$ cat src/rtl/pong_game_ctrl.sv
// ---------------------------------------------------------------------------
// pong_game_ctrl
//
// Frame-rate game sequencer for the Pong display. Owns the ball position and
// direction, both player scores and the IDLE/SERVE/PLAY/POINT/OVER state
// machine. The ball advances once per video frame (frame_tick). Wall and
// paddle collisions are resolved against the paddle tops supplied by the
// paddle input logic.
//
// Ports
//   CLK_50       in   1   50 MHz system clock
//   reset        in   1   synchronous, active-high reset
//   frame_tick   in   1   one-cycle pulse at the start of vertical blank
//   start        in   1   start/restart button level (rising edge used)
//   p1_y         in  10   left paddle top y
//   p2_y         in  10   right paddle top y
//   ball_x       out 10   ball left x
//   ball_y       out 10   ball top y
//   score_p1     out  4   left player score
//   score_p2     out  4   right player score
//   state        out  3   IDLE=0, SERVE=1, PLAY=2, POINT=3, OVER=4
//   point_pulse  out  1   one-cycle pulse in the cycle after a point is scored
//   game_over    out  1   high while in OVER
//   winner       out  1   0 = P1 won, 1 = P2 won (valid while game_over)
//
// Every output is driven directly by a flop.
// ---------------------------------------------------------------------------
module pong_game_ctrl #(
  parameter int SPEED        = 2,
  parameter int BALL_SIZE    = 5,
  parameter int PADDLE_W     = 10,
  parameter int PADDLE_H     = 120,
  parameter int P1_X         = 20,
  parameter int P2_X         = 610,
  parameter int WALL_TOP     = 2,
  parameter int WALL_BOT     = 473,
  parameter int WALL_L       = 2,
  parameter int WALL_R       = 633,
  parameter int CENTER_X     = 318,
  parameter int CENTER_Y     = 238,
  parameter int SERVE_FRAMES = 60,
  parameter int WIN_SCORE    = 7
) (
  input  logic       CLK_50,
  input  logic       reset,
  input  logic       frame_tick,
  input  logic       start,
  input  logic [9:0] p1_y,
  input  logic [9:0] p2_y,
  output logic [9:0] ball_x,
  output logic [9:0] ball_y,
  output logic [3:0] score_p1,
  output logic [3:0] score_p2,
  output logic [2:0] state,
  output logic       point_pulse,
  output logic       game_over,
  output logic       winner
);

  typedef enum logic [2:0] {
    IDLE  = 3'd0,
    SERVE = 3'd1,
    PLAY  = 3'd2,
    POINT = 3'd3,
    OVER  = 3'd4
  } state_t;

  // Serve counter is wide enough to hold SERVE_FRAMES (and never 0 bits wide).
  localparam int CNT_W = $clog2(SERVE_FRAMES + 2);
  localparam logic [CNT_W-1:0] SERVE_LOAD = CNT_W'(SERVE_FRAMES);

  // 11-bit comparison constants: one spare bit so sums and differences
  // of 10-bit coordinates never wrap.
  localparam logic [10:0] K_SPEED   = 11'(SPEED);
  localparam logic [10:0] K_BALL    = 11'(BALL_SIZE);
  localparam logic [10:0] K_PAD_H   = 11'(PADDLE_H);
  localparam logic [10:0] K_TOP_LIM = 11'(WALL_TOP + SPEED);
  localparam logic [10:0] K_BOT     = 11'(WALL_BOT);
  localparam logic [10:0] K_P1_EDGE = 11'(P1_X + PADDLE_W);
  localparam logic [10:0] K_P2_EDGE = 11'(P2_X - BALL_SIZE);
  localparam logic [10:0] K_MISS_L  = 11'(WALL_L + SPEED);
  localparam logic [10:0] K_WALL_R  = 11'(WALL_R);

  // 10-bit coordinate values loaded into the ball registers.
  localparam logic [9:0] V_SPEED   = 10'(SPEED);
  localparam logic [9:0] V_TOP     = 10'(WALL_TOP);
  localparam logic [9:0] V_BOT     = 10'(WALL_BOT);
  localparam logic [9:0] V_P1_EDGE = 10'(P1_X + PADDLE_W);
  localparam logic [9:0] V_P2_EDGE = 10'(P2_X - BALL_SIZE);
  localparam logic [9:0] V_CX      = 10'(CENTER_X);
  localparam logic [9:0] V_CY      = 10'(CENTER_Y);
  localparam logic [3:0] V_WIN     = 4'(WIN_SCORE);

  state_t           st;
  logic             dx;          // 1 = moving right, 0 = moving left
  logic             dy;          // 1 = moving down,  0 = moving up
  logic [CNT_W-1:0] serve_cnt;
  logic             start_q;
  logic             scored_p2;   // who scored the point being processed in POINT

  logic start_rise;
  assign start_rise = start & ~start_q;

  assign state = st;

  // -------------------------------------------------------------------------
  // Next ball position / direction for one PLAY frame.
  // -------------------------------------------------------------------------
  logic [10:0] bx, by, p1y, p2y;
  logic [10:0] x_inc, x_dec, y_inc;
  logic [9:0]  y_dec;
  logic        ovl_1, ovl_2;
  logic        hit_l, hit_r, miss_l, miss_r;
  logic [9:0]  nx, ny;
  logic        ndx, ndy;

  always_comb begin
    // NOTE: every signal gets a default at the top so no path leaves it
    // unassigned; a missing default would infer a latch.
    bx    = {1'b0, ball_x};
    by    = {1'b0, ball_y};
    p1y   = {1'b0, p1_y};
    p2y   = {1'b0, p2_y};
    x_inc = bx + K_SPEED;
    x_dec = bx - K_SPEED;
    y_inc = by + K_SPEED;
    y_dec = ball_y - V_SPEED;
    nx    = ball_x;
    ny    = ball_y;
    ndx   = dx;
    ndy   = dy;

    // Vertical overlap uses the ball's current (pre-move) y.
    ovl_1 = ((by + K_BALL) > p1y) && (by < (p1y + K_PAD_H));
    ovl_2 = ((by + K_BALL) > p2y) && (by < (p2y + K_PAD_H));

    // Paddle hits catch the ball when this frame's step would reach or cross
    // the paddle face; the ball is then parked exactly on that face.
    hit_l = !dx && (bx >= K_P1_EDGE) && (x_dec <= K_P1_EDGE) && ovl_1;
    hit_r =  dx && (bx <= K_P2_EDGE) && (x_inc >= K_P2_EDGE) && ovl_2;

    miss_l = !dx && (bx < K_MISS_L);
    miss_r =  dx && (x_inc > K_WALL_R);

    // Vertical: clamp to the wall and reflect.
    if (!dy) begin
      if (by < K_TOP_LIM) begin
        ny  = V_TOP;
        ndy = 1'b1;
      end else begin
        ny  = y_dec;
      end
    end else begin
      if (y_inc > K_BOT) begin
        ny  = V_BOT;
        ndy = 1'b0;
      end else begin
        ny  = y_inc[9:0];
      end
    end

    // Horizontal: paddle faces take precedence over free movement.
    if (hit_l) begin
      nx  = V_P1_EDGE;
      ndx = 1'b1;
    end else if (hit_r) begin
      nx  = V_P2_EDGE;
      ndx = 1'b0;
    end else if (dx) begin
      nx  = x_inc[9:0];
    end else begin
      nx  = x_dec[9:0];
    end
  end

  // Score of whoever took the last point has reached the winning total.
  logic win_reached;
  assign win_reached = scored_p2 ? (score_p2 == V_WIN) : (score_p1 == V_WIN);

  // -------------------------------------------------------------------------
  // Game state machine and all registered outputs.
  // -------------------------------------------------------------------------
  // NOTE: state is updated with non-blocking assignments only, so every
  // register samples the pre-edge values regardless of statement order.
  always_ff @(posedge CLK_50) begin
    if (reset) begin
      st          <= IDLE;
      ball_x      <= V_CX;
      ball_y      <= V_CY;
      dx          <= 1'b1;
      dy          <= 1'b0;
      score_p1    <= 4'd0;
      score_p2    <= 4'd0;
      serve_cnt   <= '0;
      start_q     <= 1'b0;
      scored_p2   <= 1'b0;
      point_pulse <= 1'b0;
      game_over   <= 1'b0;
      winner      <= 1'b0;
    end else begin
      start_q     <= start;
      point_pulse <= 1'b0;

      case (st)
        IDLE: begin
          // frame_tick has no effect here; only the button starts a game.
          if (start_rise) begin
            st        <= SERVE;
            serve_cnt <= SERVE_LOAD;
          end
        end

        SERVE: begin
          ball_x <= V_CX;
          ball_y <= V_CY;
          dy     <= 1'b0;
          if (frame_tick) begin
            serve_cnt <= serve_cnt - 1'b1;
            // <= 1 rather than == 1 so a zero-frame serve cannot stall.
            if (serve_cnt <= CNT_W'(1)) begin
              st <= PLAY;
            end
          end
        end

        PLAY: begin
          if (frame_tick) begin
            // A miss freezes the ball where it is; POINT recentres it.
            if (miss_l) begin
              score_p2    <= score_p2 + 4'd1;
              scored_p2   <= 1'b1;
              point_pulse <= 1'b1;
              st          <= POINT;
            end else if (miss_r) begin
              score_p1    <= score_p1 + 4'd1;
              scored_p2   <= 1'b0;
              point_pulse <= 1'b1;
              st          <= POINT;
            end else begin
              ball_x <= nx;
              ball_y <= ny;
              dx     <= ndx;
              dy     <= ndy;
            end
          end
        end

        POINT: begin
          ball_x <= V_CX;
          ball_y <= V_CY;
          // Next serve heads toward the player who conceded: P1 scoring
          // means P2 (right side) conceded, so serve right.
          dx     <= ~scored_p2;
          if (win_reached) begin
            st        <= OVER;
            game_over <= 1'b1;
            winner    <= scored_p2;
          end else begin
            st        <= SERVE;
            serve_cnt <= SERVE_LOAD;
          end
        end

        OVER: begin
          ball_x <= V_CX;
          ball_y <= V_CY;
          if (start_rise) begin
            score_p1  <= 4'd0;
            score_p2  <= 4'd0;
            game_over <= 1'b0;
            dx        <= 1'b1;
            dy        <= 1'b0;
            serve_cnt <= SERVE_LOAD;
            st        <= SERVE;
          end
        end

        default: begin
          st <= IDLE;
        end
      endcase
    end
  end

endmodule

$ cat config.mk
export PLATFORM = sky130hd
export DESIGN_NAME = pong_game_ctrl
export DESIGN_NICKNAME = d
export VERILOG_FILES = /design/src/rtl/pong_game_ctrl.sv
export SDC_FILE = /design/constraint.sdc
export NUM_CORES = 1
export LEC_CHECK = 0
export BUFFER_PORTS_ARGS = -buffer_cell sky130_fd_sc_hd__buf_2
export CORE_MARGIN = 3
export CORE_UTILIZATION = 56
export DETAILED_ROUTE_END_ITERATION = 8
export HOLD_SLACK_MARGIN = 0.05
export PLACE_DENSITY = 0.78
export SLEW_MARGIN = 20
export SYNTH_ARGS = -nofsm -noshare
export SYNTH_HDL_FRONTEND = slang
export SYNTH_SLANG_ARGS = --single-unit
$ cat constraint.sdc
create_clock -name CLK_50 -period 4.28 [get_ports CLK_50]
set_input_delay 0.428 -clock CLK_50 [delete_from_list [all_inputs] [get_ports CLK_50]]
set_output_delay 0.428 -clock CLK_50 [all_outputs]
set_load 0.05 [all_outputs]
==> flow_summary.ini <==
[finish]
num-fill-cells = 672
insertedDiodeCount = 0
final_common_cell = nor2_1
areaGrowthSynthToFinish_pct = 10.4
drive_gt1_frac = 0.129
layout_common_cells = 65 x nor2_1, 57 x buf_2, 56 x ha_1
postLayoutCoreUtil = 0.660
multiInputGateArea_um2 = 3300
register_area_um2 = 881
nNetsFinal = 738

[synth]
ys_seq_area_frac = 0.197
synth_area_um2 = 4470
syn_nets = 695
synth.distinct_cells = 66
synth_cells = 615
synthArstFlopShare = 0
yosys_register_bits = 44
synth_edf_count = 0
synth_warnings = 0
synth_area_per_cell_um2 = 7.28
synth_ff_type = dfxtp_1

[setup_path]
required_ps = 4520
critPathLaunchType = flop
critPathKind = flop to flop
cpPeakStageDelay_ps = 600
endpoint_kind = flop
crit_slowest_cell = or4b_2
critPathTopFamily = simple AND/OR/NAND/NOR gates
cp_max_fo = 14
worst-path-buf-inv = 1
cp_cell_sequence = buf_4 -> ha_1 -> a21oi_1 -> nor2_1 -> nand2_1 -> xnor2_1 -> ha_1 -> a21o_1 -> a21oi_1 -> or4b_2 -> a21o_1 -> nand4_1 -> nand3_1 -> or4_1 -> o211ai_1
crit_arrival_ps = 3990

[clock_tree]
cts_buffers = 5
root_buffer = clkbuf_8
h-tree-depth = 2
postCtsSetupBuffers = 0
path_clk_slew_ps = 90
holdBufCountCts = 0
cts_tree = yes
clk_latency_ps = 310
cts.sinks = 44
cts_resized = 0
clockBufferDepth = 2

[run]
drv_cap = 0

[sta]
min_period_over_period = 0.878
fin_skew_ps = 5.74
period_minus_slack_ps = 3760
setup_viol = 0
fin_tns_setup_ps = 0
tightest_slew_ps = 659
rsz0062_at_grt = no
max_clock_freq_mhz = 266
final_hold_viol_count = 0
relSlewSlack = 0.558
slew_violations = 0

[global_routing]
grt_overflow = 0
first_global_vias = 4360
antenna_found_initial = 0
grt_pass1_wl_um = 19900
grt_max_degree = 24
grt.total_usage = 0.270

[die]
fp.dieArea_um2 = 9100
core_area_um2 = 7490
dieWidth_um = 95.4
boundaryPins = 58
die_h_um = 95.4
start_util = 0.598
rows = 31

[routing]
wl_um = 12100
ant_nets = 0
via_count = 4755
drc = 0
viasPerCell = 6.27
firstDrtPassIters = 5
drt_iter0_markers = 328
post_drt_wl_per_cell_um = 16.0

[pwr]
max-vdd-ir-drop_mv = 0.232
powerDensity_nw_per_um2 = 210
p_leak_nw = 2.15

[placement]
place_congestion = 0.921
port-buffer-count = 57
hpwlAfterDp_um = 9490

[outcome]
status = finished clean

[worst_hold_path]
hold_class = input port to flop
[metrics by stage]
stage          hold WS, ps  worst slack, ps  instances  area, µm²  power (W)
4_1_cts                357              511        758       4940    0.00104
3_3_place_gp           458              639        750       4820   0.000694
2_1_floorplan          445              206        615       4470   0.000637
3_5_place_dp           471              538        750       4820   0.000706
5_1_grt                384              233        758       4940    0.00109
6_report               352              523        758       4940    0.00104
[logic make-up after synthesis]
family | after synthesis | synth area share
fa+ha+maj | 56 | 0.157
flops | 44 | 0.197
xor+xnor | 31 | 0.0607
buf+inv | 72 | 0.0654
simple gates | 246 | 0.276
compound gates | 161 | 0.233
mux | 5 | 0.0115
[power by group]
group / switching, W / internal (W)
combinational: 0.000155 / 0.0000992
sequential: 0.0000220 / 0.000424
clock: 0.000160 / 0.000176
total: 0.000337 / 0.000699
[metal layers]
layer  routed length [µm]  part of all wire  track usage
met5                    0                 0            0
met4                  263             0.022        0.102
met3                  814             0.067       0.0442
met2                 5870              0.48        0.458
met1                 5200              0.43        0.342
[synthesized netlist by cell type (9+ instances only)]
library cell,number,share of area
o21ai_0,29,0.032
nand3_1,30,0.034
a21oi_1,55,0.062
a211oi_1,9,0.015
dfxtp_1,44,0.20
inv_1,40,0.034
xnor2_1,24,0.047
a31oi_1,10,0.014
nor3_1,34,0.038
nand4_1,13,0.018
ha_1,56,0.16
nor2_1,65,0.055
nand2_1,45,0.038
clkbuf_1,23,0.019
[registers in the layout (all words and copies together) (netlist names), 3 cells and up]
signal / cells
score_p2: 4
ball_x: 10
score_p1: 4
serve_cnt: 6
state: 3
ball_y: 10
[worst paths after layout]
| check | from | end | slack (ps) | depth (start not counted) |
|---|---|---|---|---|
| setup / recovery | ball_y[1]$_SDFFE_PP1P_ | ball_x[7]$_SDFFE_PP0P_ | 520 | 15 |
| hold / removal | start | start_q$_SDFF_PP0_ | 350 | 2 |
| setup reg to reg | ball_y[1]$_SDFFE_PP1P_ | ball_x[7]$_SDFFE_PP0P_ | 520 | 15 |
| hold reg to reg | serve_cnt[1]$_SDFFE_PP0P_ | serve_cnt[1]$_SDFFE_PP0P_ | 480 | 2 |
[cell type report]
| cell class | count | share of cell area |
|---|---|---|
| inverters | 40 | 0.0304 |
| flip-flops and latches | 44 | 0.178 |
| multi-input cells | 499 | 0.668 |
| repair buffers | 68 | 0.0745 |
| well taps | 99 | 0.0251 |
| clock inverters | 3 | 0.00963 |
| clock buffers | 5 | 0.0139 |
(Power assumes the default switching activity.)
